$ cat src/rtl/ifft_pkg.sv
// Shared constants and FSM state type for the 4-point IFFT output stage.
package ifft_pkg;
  localparam int DATA_W = 16;
  localparam int N_PTS  = 4;
  localparam int IDX_W  = 2;

  typedef enum logic {
    IDLE  = 1'b0,
    DRAIN = 1'b1
  } state_t;
endpackage

$ cat src/rtl/ifft_round_sat.sv
// Round-half-up scaling by SHIFT followed by saturation to DATA_W signed bits.
module ifft_round_sat #(
  parameter int DATA_W = 16,
  parameter int SHIFT  = 2
) (
  input  logic signed [DATA_W:0]   x,
  output logic signed [DATA_W-1:0] y
);
  // Two guard bits so the rounding add never wraps before the clamp.
  localparam int EXT_W = DATA_W + 2;
  localparam int RND_I = (1 << SHIFT) >> 1;
  localparam logic signed [EXT_W-1:0] RND     = EXT_W'(RND_I);
  localparam logic signed [EXT_W-1:0] SAT_MAX = {3'b000, {(DATA_W-1){1'b1}}};
  localparam logic signed [EXT_W-1:0] SAT_MIN = {3'b111, {(DATA_W-1){1'b0}}};

  logic signed [EXT_W-1:0] sum;
  logic signed [EXT_W-1:0] shifted;

  // round, arithmetic shift, clamp
  always_comb begin
    sum     = EXT_W'(x) + RND;
    shifted = sum >>> SHIFT;
    if (shifted > SAT_MAX) begin
      y = SAT_MAX[DATA_W-1:0];
    end else if (shifted < SAT_MIN) begin
      y = SAT_MIN[DATA_W-1:0];
    end else begin
      y = shifted[DATA_W-1:0];
    end
  end
endmodule

$ cat src/rtl/ifft_out_stage.sv
// Final radix-2 butterflies of a 4-point IFFT; scaled bins are held and
// streamed out one per beat with valid/ready flow control.
module ifft_out_stage #(
  parameter int SHIFT  = 2,
  parameter int DATA_W = 16
) (
  input  logic                     clk,
  input  logic                     reset,
  input  logic                     in_valid,
  output logic                     in_ready,
  input  logic signed [DATA_W-1:0] y0_re,
  input  logic signed [DATA_W-1:0] y0_im,
  input  logic signed [DATA_W-1:0] y1_re,
  input  logic signed [DATA_W-1:0] y1_im,
  input  logic signed [DATA_W-1:0] y2_re,
  input  logic signed [DATA_W-1:0] y2_im,
  input  logic signed [DATA_W-1:0] y3_re,
  input  logic signed [DATA_W-1:0] y3_im,
  output logic                     out_valid,
  input  logic                     out_ready,
  output logic signed [DATA_W-1:0] out_re,
  output logic signed [DATA_W-1:0] out_im,
  output logic [1:0]               out_idx,
  output logic                     out_last,
  output logic                     busy
);
  import ifft_pkg::*;

  state_t state;
  state_t next_state;

  logic [IDX_W-1:0]         idx;
  logic [IDX_W-1:0]         next_idx;
  logic signed [DATA_W:0]   x_re [N_PTS];
  logic signed [DATA_W:0]   x_im [N_PTS];
  logic signed [DATA_W-1:0] s_re [N_PTS];
  logic signed [DATA_W-1:0] s_im [N_PTS];
  logic signed [DATA_W-1:0] res_re [N_PTS];
  logic signed [DATA_W-1:0] res_im [N_PTS];
  logic                     last_beat;
  logic                     accept;
  logic                     advance;

  // butterflies, stored in output order X0, X1, X2, X3
  always_comb begin
    x_re[0] = (DATA_W+1)'(y0_re) + (DATA_W+1)'(y1_re);
    x_im[0] = (DATA_W+1)'(y0_im) + (DATA_W+1)'(y1_im);
    x_re[1] = (DATA_W+1)'(y2_re) + (DATA_W+1)'(y3_re);
    x_im[1] = (DATA_W+1)'(y2_im) + (DATA_W+1)'(y3_im);
    x_re[2] = (DATA_W+1)'(y0_re) - (DATA_W+1)'(y1_re);
    x_im[2] = (DATA_W+1)'(y0_im) - (DATA_W+1)'(y1_im);
    x_re[3] = (DATA_W+1)'(y2_re) - (DATA_W+1)'(y3_re);
    x_im[3] = (DATA_W+1)'(y2_im) - (DATA_W+1)'(y3_im);
  end

  for (genvar k = 0; k < N_PTS; k++) begin : g_scale
    ifft_round_sat #(.DATA_W(DATA_W), .SHIFT(SHIFT)) u_re (.x(x_re[k]), .y(s_re[k]));
    ifft_round_sat #(.DATA_W(DATA_W), .SHIFT(SHIFT)) u_im (.x(x_im[k]), .y(s_im[k]));
  end

  assign last_beat = (idx == IDX_W'(N_PTS - 1));
  assign next_idx  = idx + IDX_W'(1);
  assign in_ready  = (state == IDLE) || (last_beat && out_ready);
  assign accept    = in_valid && in_ready;
  assign advance   = (state == DRAIN) && out_ready;
  assign out_valid = (state == DRAIN);
  assign busy      = (state == DRAIN);
  assign out_idx   = idx;

  // state register
  always_ff @(posedge clk or posedge reset) begin
    if (reset) begin
      state <= IDLE;
    end else begin
      state <= next_state;
    end
  end

  // next state; a new frame accepted on the last beat keeps DRAIN with no bubble
  always_comb begin
    next_state = state;
    case (state)
      IDLE: begin
        if (accept) next_state = DRAIN;
        else        next_state = IDLE;
      end
      DRAIN: begin
        if (advance && last_beat && !accept) next_state = IDLE;
        else                                 next_state = DRAIN;
      end
      default: next_state = IDLE;
    endcase
  end

  // result hold registers and the registered output beat
  always_ff @(posedge clk or posedge reset) begin
    if (reset) begin
      idx      <= '0;
      out_re   <= '0;
      out_im   <= '0;
      out_last <= 1'b0;
      for (int k = 0; k < N_PTS; k++) begin
        res_re[k] <= '0;
        res_im[k] <= '0;
      end
    end else if (accept) begin
      idx      <= '0;
      out_re   <= s_re[0];
      out_im   <= s_im[0];
      out_last <= 1'b0;
      for (int k = 0; k < N_PTS; k++) begin
        res_re[k] <= s_re[k];
        res_im[k] <= s_im[k];
      end
    end else if (advance) begin
      idx      <= next_idx;
      out_re   <= res_re[next_idx];
      out_im   <= res_im[next_idx];
      out_last <= (next_idx == IDX_W'(N_PTS - 1));
    end
  end
endmodule

$ cat config.mk
export PLATFORM = sky130hd
export DESIGN_NAME = ifft_out_stage
export DESIGN_NICKNAME = d
export VERILOG_FILES = /design/src/rtl/ifft_pkg.sv /design/src/rtl/ifft_round_sat.sv /design/src/rtl/ifft_out_stage.sv
export SDC_FILE = /design/constraint.sdc
export NUM_CORES = 1
export LEC_CHECK = 0
export ABC_AREA = 0
export CORE_MARGIN = 5
export CORE_UTILIZATION = 65
export DETAILED_ROUTE_END_ITERATION = 7
export DONT_BUFFER_PORTS = 1
export PLACE_DENSITY = 0.8
export SLEW_MARGIN = 15
export SYNTH_ARGS = -nofsm -noshare
export SYNTH_HDL_FRONTEND = slang
export SYNTH_HIERARCHICAL = 1
export SYNTH_SLANG_ARGS = --single-unit
$ cat constraint.sdc
create_clock -name clk -period 6.25 [get_ports clk]
set_input_delay 0.625 -clock clk [delete_from_list [all_inputs] [get_ports clk]]
set_output_delay 0.625 -clock clk [all_outputs]
set_load 0.01 [all_outputs]
==> summary by stage <==
STA
Setup slack on the critical path of the routed design comes to 2.751 ns. For the final database, setup skew stands at 0.01046 ns. The fmax is 285.8 MHz. The number of hold violations in the final report is 0. Setup violations remaining at the end of the flow were counted as 0.

The routed design could run at a clock period as short as 3.499 ns. The final sum of negative setup slack is 0 ns. The worst path uses 55.99% of the clock period. The worst relative slew slack is 33.86%. The transition time of the tightest slew-check pin is 0.9922 ns. The number of max-slew violations in the final report is 0.

Setup repair after global routing left no endpoint under its margin.

Synthesis
The average cell area after synthesis is 7.847 um2. Synthesis produced a netlist with a net count of 2282. The cell area after synthesis is 15730 um2. For this run, the number of Yosys warnings is 6. Counting every instance in the synthesized netlist gives 2004.

Worst setup path
The cell with the largest stage delay on the worst path is sky130_fd_sc_hd__a211oi_1. The dominant delay contributor by cell family on the critical path is compound AO/OA/AOI/OAI gates. For the worst setup path, the data required time is 6.54 ns. The most repeated library cell on the critical path is sky130_fd_sc_hd__o21ai_0. Traced cell by cell, the critical path runs through ha_1, fa_1, nor2b_1, o21ai_0, a21boi_0, o21ai_1, mux2_2, a211oi_1, nand4_1, nor2_1, nand3_1, xnor2_1, nand2_1, o21ai_0. The largest single stage delay on the critical path is 0.49 ns.

For the worst setup path, the data arrival time is 3.79 ns. The critical path is of the in -> reg type. STA classifies the critical path startpoint as a primary input. STA classifies the critical path endpoint as a flip-flop.

Along the worst path, the maximum fanout reaches 4. The critical path contains buffers and inverters numbering 0 combined.

GRT
The total overflow left after global routing is 0. The first global-routing pass estimated 64.84 mm of wire. The via count of the first global-routing pass is 13260. The overall fraction of global-route tracks in use is 29.19%. The pin count of the biggest net entering global routing is 97. The number of antenna violations at the first check in global routing is 0.

Placed design
The global placement routability congestion is 0.9398. Once detailed placement completed, the half-perimeter wirelength came to 30.73 mm. Before CTS, the worst setup slack after placement is 2.366 ns. During placement, the flow inserted port buffers numbering 0. The total placed instance area is 15820 um2.

In this run, placement finished with an instance count of 2246.

Die
The floorplan step set the die width to 165.5 um. The boundary pin count is 170. The area of the core is 24110 um2.

Measured along the y axis, the die boundary spans 165.5 um. The floorplan step defined a die boundary enclosing 27400 um2. Once the floorplan was initialized, standard cells occupied 65.23% of the core. The row count is 57.

Pwr
Of the total power, the clock network draws 19.4%. In this run the power spent charging and discharging nets is 2.276 mW. After layout, the design draws a total of 5.555 mW. Net switching is 40.97% of the power. The highest ir drop seen on vdd is 0.0002591 V. Internal power comes to 3.279 mW.

The fraction of power consumed by sequential logic is 35.5%. Per report_power, the combinational group accounts for 45.1% of the total. The power density normalized to cell area is 338.2 nW/um2. The analysis attributes to cell leakage a power of 7.869 nW.

Cells and area
The repair_antennas step left the layout with diodes totalling 0. Fill cells in the final layout number 2073. The net count reported at finish is 2219.

The post-route netlist has 5.220% of its cells at a drive strength greater than 1. After the flow finishes, the layout carries non-filler instances totaling 2278. The area growth from synthesis to layout is 4.440%. After routing the design area is 16420 um2.

Flow run
Max-cap violations in this run came to 0.

Detailed routing
After detailed routing, the average wire length per cell comes to 17.64 um. For this run, the detailed router's first-pass iteration total came to 7. In the routed layout, each cell is associated on average with a via count of 6.061. The count of antenna-violating nets left after detailed routing is 0. Summing over every cut layer, the via total after detailed routing is 13810.

In the routed design, unresolved DRC markers number 0. For this block, the initial DRC count from the detailed router was 1034. For this block, the routed nets add up to 40.19 mm of wire.

CTS
Once the clock tree was built, the setup fixing pass inserted 0 buffers. In this run, post-CTS repair resized a total of 0 instances. Buffers inserted during clock tree synthesis total 17. The number of hold buffers added after CTS is 0. No sink is reached through more buffers than the 2 on the longest clock path. The CTS sink count is 164. The clock reaches the later pin of the worst-skew pair after 0.42 ns.

The buffer type at the clock tree root is sky130_fd_sc_hd__clkbuf_16. The deepest level of the CTS H-tree is 4. Clock-pin slew was measured on the worst setup and hold paths at 0.06 ns. TritonCTS built the clock tree.

Hold path
The class of the tightest hold or removal check is in -> async.

Outcome
The run finished with clean final reports.
[per-layer routing]
metal	wire length, um	global-route usage, %	vias up
met3	2306	4.617	61
met2	20750	53.80	423
met1	16300	35.69	6681
li1	-	-	6643
met4	826	7.087	0
met5	0	0	-
[metrics by stage]
stage / hold WS [ns] / utilization (%)
6_report: 0.2308 / 68.13
5_1_grt: 0.2896 / 68.13
4_1_cts: 0.2789 / 68.13
3_5_place_dp: 0.4581 / 65.63
3_3_place_gp: 0.4532 / 65.63
2_1_floorplan: 0.4403 / -
[placed cells by master (no fill, tap or decap), types with 16 or more instances in the layout]
cell type and instances:
sky130_fd_sc_hd__xnor2_1 137, sky130_fd_sc_hd__nand4_1 29, sky130_fd_sc_hd__nand2_1 467, sky130_fd_sc_hd__a21oi_1 92
sky130_fd_sc_hd__nor3_1 19, sky130_fd_sc_hd__nor2_1 152, sky130_fd_sc_hd__ha_1 138, sky130_fd_sc_hd__o21ai_0 76
sky130_fd_sc_hd__o31ai_1 18, sky130_fd_sc_hd__clkbuf_16 17, sky130_fd_sc_hd__a31oi_1 21, sky130_fd_sc_hd__dfrtp_1 163
sky130_fd_sc_hd__nand3_1 49, sky130_fd_sc_hd__nand2b_1 21, sky130_fd_sc_hd__inv_1 143, sky130_fd_sc_hd__xor2_1 66
sky130_fd_sc_hd__mux2i_1 35, sky130_fd_sc_hd__mux4_2 32, sky130_fd_sc_hd__nor4_1 16, sky130_fd_sc_hd__and3_1 20
sky130_fd_sc_hd__nor2b_1 17, sky130_fd_sc_hd__o21a_1 20
[registers in the layout (all words and copies together) (netlist names)]
| name | count |
|---|---|
| out_last | 1 |
| busy | 1 |
| out_re | 16 |
| res_im | 64 |
| res_re | 64 |
| out_idx | 2 |
| out_im | 16 |
[power groups by stage]
stage | clock network [mW] | registers, mW | logic, mW
after floorplan | 0 | 1.80 | 2.01
after global routing | 1.13 | 2.01 | 2.78
after global placement | 0 | 1.95 | 2.39
after CTS | 1.08 | 1.97 | 2.51
after detailed placement | 0 | 1.97 | 2.46
final | 1.08 | 1.97 | 2.50
[cell type report]
| cell class | instances | area (um2) | area share, % |
|---|---|---|---|
| Sequential cell | 164 | 4105 | 25.00 |
| Tap cell | 324 | 405.4 | 2.468 |
| Inverter | 146 | 553.0 | 3.367 |
| Clock buffer | 20 | 446.7 | 2.720 |
| Multi-Input combinational cell | 1605 | 10710 | 65.18 |
| Timing Repair Buffer | 7 | 52.55 | 0.3200 |
| Clock inverter | 12 | 155.1 | 0.9447 |
[final timing paths]
path	slack [ns]	end	cells after the start	from
setup / recovery	2.75	out_re[14]	14	y0_re[0]
hold / removal	0.23	busy	1	reset
setup reg to reg	3.07	out_re[5]	8	out_idx[0]
hold reg to reg	0.47	res_re[39]	2	res_re[39]
max in group asynchronous	4.55	out_idx[0]	2	reset
min in group clk	0.31	busy	1	in_valid
No activity file was read; power rests on OpenSTA's default activity.
